[src/rtl/core_bus_arbiter_pkg.sv]
// Shared types for the core bus arbiter: default bus widths and the arbiter FSM states.
package core_bus_arbiter_pkg;

    localparam int PTR_W  = 30;
    localparam int WORD_W = 32;

    typedef logic [PTR_W-1:0]  ptr;
    typedef logic [WORD_W-1:0] word;

    typedef enum logic [0:0] {
        ARB_IDLE = 1'b0,
        ARB_WAIT = 1'b1
    } arb_state;

    // Width of a channel index; a single channel still needs one bit to carry a value.
    function automatic int sel_w(input int n);
        return (n > 1) ? $clog2(n) : 1;
    endfunction

endpackage

[src/rtl/core_arb_pick.sv]
// Combinational winner selection: rotate the request vector to the round-robin origin,
// take the lowest set bit, then rotate the index back.
module core_arb_pick
    import core_bus_arbiter_pkg::*;
#(
    parameter int N  = 2,
    parameter int RR = 1,
    parameter int GW = sel_w(N)
) (
    input  logic [N-1:0]  i_req,
    input  logic [GW-1:0] i_rr_ptr,
    output logic          o_valid,
    output logic [GW-1:0] o_grant
);

    localparam logic [GW:0] NL = (GW+1)'(N);

    logic [GW-1:0] w_base;
    logic [N-1:0]  w_rot;
    logic [GW:0]   w_idx;
    logic [GW-1:0] w_off;
    logic [GW:0]   w_sum;

    // Fixed priority is the same search with the origin pinned at channel 0.
    always_comb begin
        w_base  = (RR != 0) ? i_rr_ptr : '0;
        w_rot   = '0;
        w_idx   = '0;
        w_off   = '0;
        w_sum   = '0;
        o_valid = |i_req;
        for (int k = 0; k < N; k++) begin
            w_idx = {1'b0, GW'(k)} + {1'b0, w_base};
            if (w_idx >= NL) begin
                w_idx = w_idx - NL;
            end else begin
                w_idx = w_idx;
            end
            w_rot[k] = i_req[w_idx[GW-1:0]];
        end
        for (int k = N - 1; k >= 0; k--) begin
            w_off = w_rot[k] ? GW'(k) : w_off;
        end
        w_sum = {1'b0, w_off} + {1'b0, w_base};
        if (w_sum >= NL) begin
            o_grant = GW'(w_sum - NL);
        end else begin
            o_grant = w_sum[GW-1:0];
        end
    end

endmodule

[src/rtl/core_bus_arbiter.sv]
// N-channel arbiter multiplexing core memory requesters onto the single start/ready bus,
// with per-channel pending latches so clients may pulse start while the bus is busy.
module core_bus_arbiter
    import core_bus_arbiter_pkg::*;
#(
    parameter int N      = 2,
    parameter int ADDR_W = $bits(ptr),
    parameter int DATA_W = $bits(word),
    parameter int RR     = 1
) (
    input  logic                  i_clk,
    input  logic                  i_rst,
    input  logic [N-1:0]          i_ch_start,
    input  logic [N-1:0]          i_ch_write,
    input  logic [N*ADDR_W-1:0]   i_ch_addr,
    input  logic [N*DATA_W-1:0]   i_ch_data_wr,
    output logic [N-1:0]          o_ch_ready,
    output logic [DATA_W-1:0]     o_ch_data_rd,
    output logic                  o_bus_start,
    output logic                  o_bus_write,
    output logic [ADDR_W-1:0]     o_bus_addr,
    output logic [DATA_W-1:0]     o_bus_data_wr,
    input  logic                  i_bus_ready,
    input  logic [DATA_W-1:0]     i_bus_data_rd
);

    localparam int GW = sel_w(N);

    arb_state            r_state;
    logic [N-1:0]        r_pend;
    logic [N-1:0]        r_lat_write;
    logic [ADDR_W-1:0]   r_lat_addr [N];
    logic [DATA_W-1:0]   r_lat_data [N];
    logic [GW-1:0]       r_grant;
    logic [GW-1:0]       r_rr_ptr;
    logic                r_bus_start;
    logic                r_bus_write;
    logic [ADDR_W-1:0]   r_bus_addr;
    logic [DATA_W-1:0]   r_bus_data_wr;

    logic [N-1:0]        w_start_ok;
    logic [N-1:0]        w_req;
    logic                w_arb_en;
    logic                w_valid;
    logic [GW-1:0]       w_pick;
    logic                w_issue;
    logic                w_sel_write;
    logic [ADDR_W-1:0]   w_sel_addr;
    logic [DATA_W-1:0]   w_sel_data;
    logic [GW-1:0]       w_next_ptr;

    // A repeat pulse from a channel already queued or still owning the bus is dropped;
    // the owner may re-request in the very cycle its transfer completes.
    always_comb begin
        w_start_ok = '0;
        for (int i = 0; i < N; i++) begin
            if ((r_state == ARB_WAIT) && (r_grant == GW'(i)) && !i_bus_ready) begin
                w_start_ok[i] = 1'b0;
            end else begin
                w_start_ok[i] = i_ch_start[i] & ~r_pend[i];
            end
        end
        w_req = r_pend | w_start_ok;
    end

    // Arbitration happens from idle, or on the completing edge of the current transfer.
    always_comb begin
        case (r_state)
            ARB_IDLE: w_arb_en = 1'b1;
            ARB_WAIT: w_arb_en = i_bus_ready;
            default:  w_arb_en = 1'b0;
        endcase
        w_issue = w_arb_en & w_valid;
    end

    core_arb_pick #(
        .N  (N),
        .RR (RR),
        .GW (GW)
    ) u_pick (
        .i_req    (w_req),
        .i_rr_ptr (r_rr_ptr),
        .o_valid  (w_valid),
        .o_grant  (w_pick)
    );

    // Winner's request comes from its latch if queued, otherwise straight from the pins.
    always_comb begin
        w_sel_write = 1'b0;
        w_sel_addr  = '0;
        w_sel_data  = '0;
        for (int i = 0; i < N; i++) begin
            w_sel_write = (w_pick == GW'(i)) ? (r_pend[i] ? r_lat_write[i] : i_ch_write[i]) : w_sel_write;
            w_sel_addr  = (w_pick == GW'(i)) ? (r_pend[i] ? r_lat_addr[i] : i_ch_addr[i*ADDR_W +: ADDR_W]) : w_sel_addr;
            w_sel_data  = (w_pick == GW'(i)) ? (r_pend[i] ? r_lat_data[i] : i_ch_data_wr[i*DATA_W +: DATA_W]) : w_sel_data;
        end
        w_next_ptr = (w_pick == GW'(N - 1)) ? '0 : w_pick + GW'(1);
    end

    // Completion is routed to the owning channel with no added latency.
    always_comb begin
        o_ch_ready = '0;
        for (int i = 0; i < N; i++) begin
            o_ch_ready[i] = (r_state == ARB_WAIT) && i_bus_ready && (r_grant == GW'(i));
        end
    end

    // FSM, pending latches, round-robin pointer and the registered bus outputs.
    always_ff @(posedge i_clk) begin
        if (i_rst) begin
            r_state       <= ARB_IDLE;
            r_pend        <= '0;
            r_lat_write   <= '0;
            r_grant       <= '0;
            r_rr_ptr      <= '0;
            r_bus_start   <= 1'b0;
            r_bus_write   <= 1'b0;
            r_bus_addr    <= '0;
            r_bus_data_wr <= '0;
            for (int i = 0; i < N; i++) begin
                r_lat_addr[i] <= '0;
                r_lat_data[i] <= '0;
            end
        end else begin
            r_bus_start <= 1'b0;
            for (int i = 0; i < N; i++) begin
                if (w_issue && (w_pick == GW'(i))) begin
                    r_pend[i] <= 1'b0;
                end else if (w_start_ok[i]) begin
                    r_pend[i]      <= 1'b1;
                    r_lat_write[i] <= i_ch_write[i];
                    r_lat_addr[i]  <= i_ch_addr[i*ADDR_W +: ADDR_W];
                    r_lat_data[i]  <= i_ch_data_wr[i*DATA_W +: DATA_W];
                end else begin
                    r_pend[i] <= r_pend[i];
                end
            end
            if (w_issue) begin
                r_bus_start   <= 1'b1;
                r_bus_write   <= w_sel_write;
                r_bus_addr    <= w_sel_addr;
                r_bus_data_wr <= w_sel_data;
                r_grant       <= w_pick;
                r_rr_ptr      <= w_next_ptr;
            end else begin
                r_grant <= r_grant;
            end
            case (r_state)
                ARB_IDLE: r_state <= w_issue ? ARB_WAIT : ARB_IDLE;
                ARB_WAIT: r_state <= (i_bus_ready && !w_issue) ? ARB_IDLE : ARB_WAIT;
                default:  r_state <= ARB_IDLE;
            endcase
        end
    end

    assign o_bus_start   = r_bus_start;
    assign o_bus_write   = r_bus_write;
    assign o_bus_addr    = r_bus_addr;
    assign o_bus_data_wr = r_bus_data_wr;
    assign o_ch_data_rd  = i_bus_data_rd;

endmodule

[config.mk]
export PLATFORM = sky130hd
export DESIGN_NAME = core_bus_arbiter
export DESIGN_NICKNAME = d
export VERILOG_FILES = /design/src/rtl/core_bus_arbiter_pkg.sv /design/src/rtl/core_arb_pick.sv /design/src/rtl/core_bus_arbiter.sv
export SDC_FILE = /design/constraint.sdc
export NUM_CORES = 1
export LEC_CHECK = 0
export ABC_AREA = 1
export ABC_CLOCK_PERIOD_IN_PS = 3200
export CORE_UTILIZATION = 58
export DETAILED_ROUTE_END_ITERATION = 10
export DONT_BUFFER_PORTS = 1
export PLACE_DENSITY = 0.75
export SYNTH_ARGS = -nofsm -noshare
export SYNTH_HDL_FRONTEND = slang
export SYNTH_SLANG_ARGS = --single-unit
[constraint.sdc]
create_clock -name i_clk -period 3.2 [get_ports i_clk]
set_input_delay 0.64 -clock i_clk [delete_from_list [all_inputs] [get_ports i_clk]]
set_output_delay 0.64 -clock i_clk [all_outputs]
set_load 0.005 [all_outputs]
* Word level (Yosys, flattened, before mapping)
Memories as Yosys holds them, arrays and structs flattened.
Cells that the tools add are included.
** Storage, ports and cells
- Bits of input ports :: 163
- Bits in registers :: 71
- Logic and storage cells :: 95
- Memories kept :: 2
- RAM bits :: 124
- Output and inout bits :: 98
** Memory list
- r_lat_data :: words 2, bits a word 32, read ports 2, clocked after Yosys merged registers in 0, wr ports 2, RTL line core_bus_arbiter.sv:33 : logic [DATA_W-1:0] r_lat_data [N];
- r_lat_addr :: words 2, bits a word 30, read ports 2, clocked after Yosys merged registers in 0, wr ports 2, RTL line core_bus_arbiter.sv:32 : logic [ADDR_W-1:0] r_lat_addr [N];
** Operators by class
- $lt $le $gt $ge :: 5
- Add/subtract/negate cells :: 6
- Bitwise operators :: 15
- Reduce and logical (&&, ||, !) cells :: 17
- Multiplexer cells :: 39
** Operators with widths (count)
- 32-bit 2-to-1 mux :: 5
- 30-bit 2-to-1 mux :: 5
- 1-bit 2-to-1 mux :: 27
- 1-bit logical AND :: 10
- 1-bit inverter :: 7
- 2-bit OR reduction :: 3
- 2-bit greater-or-equal comparator, second input constant :: 2
- 1-bit by 2-bit < comparator with 1-bit output, second input constant :: 2
- 1-bit OR :: 4
- 1-bit case mux with 2 select lines :: 2
- 2-bit AND reduction :: 2
- 1-bit AND :: 3
- 1-bit subtractor, second input constant :: 3
- 1-bit by 1-bit adder with 2-bit output :: 1
- 1-bit by 1-bit adder with 2-bit output, first input constant :: 1
- 1-bit by 2-bit greater-or-equal comparator with 1-bit output, second input constant :: 1
- 1-bit zero test :: 2
- 2-bit OR :: 1
- 1-bit adder, second input constant :: 1

* Logic depth before layout (Yosys ltp)
- Depth after elaboration :: 18
- Gate-level depth with buffers :: 10
- Mapped depth without buffers :: 9

* Cells and area by module
From an unflattened synthesis, not the netlist that was laid out.
** Second synthesis, totals
- Cell total of the unflattened synthesis :: 1370
- Area total of the unflattened synthesis :: 10293.6 µm²
** By module, submodules not included
- core_bus_arbiter :: times used 1, cells each 1366, area an instance 10274.9 µm²
- core_arb_pick :: times used 1, cells each 4, area an instance 18.8 µm²

* Least setup slack after synthesis
No wires, ideal clock.
- Path kind :: input to register
- From :: in i_bus_ready
- To :: mem r_lat_addr[0][30] in the netlist's numbering (enable)
- Buffers on the path :: 2
- Slack :: -0.066 ns
- Required time :: 2.779 ns
- Cell stages on the path :: 10
- Arrival time :: 2.845 ns
- Library setup time :: 0.421 ns
- Cells stage by stage :: inv_2 nand3_2 nand2_1 nand2_2 nand2_4 nand2_2 nand3_4 buf_6 buf_4 nand2_1
** RTL lines
- start: declaration :: RTL line core_bus_arbiter.sv:23 : input logic i_bus_ready,
- end: declaration :: RTL line core_bus_arbiter.sv:32

==> flow_summary.yaml <==
sta:
  min_period_ps: 2081
  max_freq_mhz: 480.5
  worstMarginPinSlew_ps: 1126
  setup_violations: 0
  slew_viol_final: 0
  max_slew_margin_pct: 24.96
  fin_crit_sh_pct: 65.03
  hold_viol_final: 0
  tns_ps: 0
  rsz0062_at_grt: "false"
  fin_skew_ps: 8.216
job:
  drv_cap: 0
route:
  dr.pass1.iters: 6
  vias_per_cell: 5.790
  wl_per_cell_um: 18.05
  finalWirelength_mm: 25.30
  postRouteAntennaNets: 0
  drt_iter0_drc: 675
  vias: 8118
  drc_errors: 0
floorplanning:
  core_area_sq_um: 17300
  dieArea_sq_um: 18300
  initial_core_util_pct: 59.58
  die_h_um: 135.3
  die_w_um: 135.3
  io_pins: 261
  num_rows: 48
setup_path:
  crit_path_start_kind: "register"
  critical_path_required_ps: 3470
  cp-end-kind: "register"
  critical_path_class: "register to register"
  crit_fanout: 46
  arrival_ps: 2350
logic_synthesis:
  yosys.area.top_type: "edfxtp_1"
  synth_seq_area_share_pct: 49.93
  synth_top_area_share_pct: 36.13
  synth_cells: 1256
  synth.area.top_cells: "edfxtp_1 (36%), dfxtp_1 (14%), nand3_1 (12%)"
  synth.distinct_cells: 22
  syn_area_sq_um: 10300
  synth_seq_cells: 195
  syn_nets: 1419
  avgSynthCellArea_sq_um: 8.205
  yosysWarnings: 0
outcome:
  status: "finished clean"
clock_network:
  htreeDepth: 4
  cts-root-buf: "clkbuf_16"
  postCtsResizedCells: 0
  clk_pin_slew_ps: 70
  numCtsBuffers: 17
  cts.sinks: 195
  insertion_delay_ps: 430
  clockBufferDepth: 2
  post_cts_buffers: 0
  cts_hold_buf: 0
  cts_tree: "yes"
global_routing:
  grt_first_pass_wirelength_mm: 39.12
  grt_pass1_vias: 7505
  antenna_found_initial: 0
  grt_max_degree: 126
  overflow: 0
  track_usage_pct: 27.91
place:
  port_buffers: 0
  gp_congestion: 0.8504
  hpwlAfterDp_mm: 14.92
pwr:
  total_power_mw: 6.431
  p_per_area_nw_per_um2: 602.5
  leakage_nw: 4.715
  peakVddDrop_v: 0.0004926
cells_and_area:
  syn_to_final_growth_pct: 3.582
  drive_above_1_share_pct: 10.96
  antenna_cells: 0
  final_net_count: 1327
  final_util_pct: 61.71
hold_path:
  hold_path.class: "primary input to register"
[layer usage]
layer / share of wire (%) / GRT usage (%) / vias to the layer above
met5: 0 / 0 / -
li1: - / - / 3933
met4: 2.9 / 13.11 / 0
met2: 47 / 43.22 / 380
met1: 41 / 37.06 / 3736
met3: 9.3 / 6.472 / 69
[worst max-delay path, stage by stage, from the launching register on]
cell and delay [ps]:
dfxtp_1 370, inv_1 80, nor2_1 340, a21oi_4 60, nand2_2 120, nand3_4 390, buf_12 360, a21oi_1 180
[placed cells by master (no fill, tap or decap)]
cell type and n:
edfxtp_1 124, dfxtp_1 69, buf_4 15, inv_4 1, clkinv_2 1, inv_2 5, clkinv_4 1, buf_12 5
clkbuf_1 5, nor3_1 2, inv_1 193, clkbuf_8 2, nor2_1 6, a21oi_1 66, dfxtp_4 2, nand3_1 256
nand4_1 2, a31oi_1 1, bufinv_16 1, nand2_1 200, o21ai_0 124, nand2_4 3, clkbuf_16 18, a21oi_4 2
nand3_2 1, nand3_4 2, a21oi_2 60, clkinvlp_4 3, nand2_2 7
[state kept, by name (all words and copies together), names as in the netlist]
register / count
o_bus_addr: 30
o_bus_data_wr: 32
o_bus_start: 1
o_bus_write: 1
r_grant: 1
r_lat_addr: 60
r_lat_data: 64
r_lat_write: 2
r_pend: 2
r_rr_ptr: 1
r_state: 1
[final timing paths]
check,depth (start not counted),slack (ps),to,start
max,7,1120,r_lat_addr[0][16]$_SDFFCE_PN0P_,r_state$_SDFF_PP0_
min,1,280,o_bus_start$_SDFF_PP0_,i_rst
max reg2reg,7,1120,r_lat_addr[0][16]$_SDFFCE_PN0P_,r_state$_SDFF_PP0_
min reg2reg,2,470,r_lat_write[1]$_SDFFE_PP0P_,r_lat_write[1]$_SDFFE_PP0P_
[power breakdown]
part | leakage [nW] | switching, mW | internal (mW)
sequential | 1.89 | 0.153 | 3.01
combinational | 2.55 | 0.826 | 0.347
clock | 0.269 | 0.928 | 1.16
total | 4.71 | 1.91 | 4.52
[layout make-up]
type / count / area [sq um]
flip-flops and latches: 195 / 5152
inverters: 198 / 743.2
well taps: 225 / 281.5
multi-input cells: 732 / 3715
clock inverters: 7 / 72.57
fillers: 1507 / 6623
clock buffers: 25 / 496.7
repair buffers: 20 / 212.7
[synth_stat cells, drive strengths merged]
cell type and instances:
inv 198, a31oi 1, buf 107, clkbuf 24
nor3 2, a21oi 128, dfxtp 71, nand3 259
nand4 2, edfxtp 124, nor2 6, nand2 210
o21ai 124
[logic make-up (layout without fill, tap and decap cells)]
group | count (synthesis) | after routing | share of synthesized area, %
compound gates | 253 | 253 | 14.49
buf+inv | 329 | 250 | 14.51
flops | 195 | 195 | 49.93
simple gates | 479 | 479 | 21.08
[stage by stage]
step           cell area, sq um  instances  worst slack, ps  hold slack, ps
4_1_cts                   10670       1402             1117           258.4
2_1_floorplan             10310       1256            265.5           442.9
6_report                  10670       1402             1119           277.1
3_5_place_dp              10100       1370            851.3           461.5
5_1_grt                   10670       1402            924.4           265.3
3_3_place_gp              10100       1370            888.5           454.1
(Power assumes the default switching activity.)
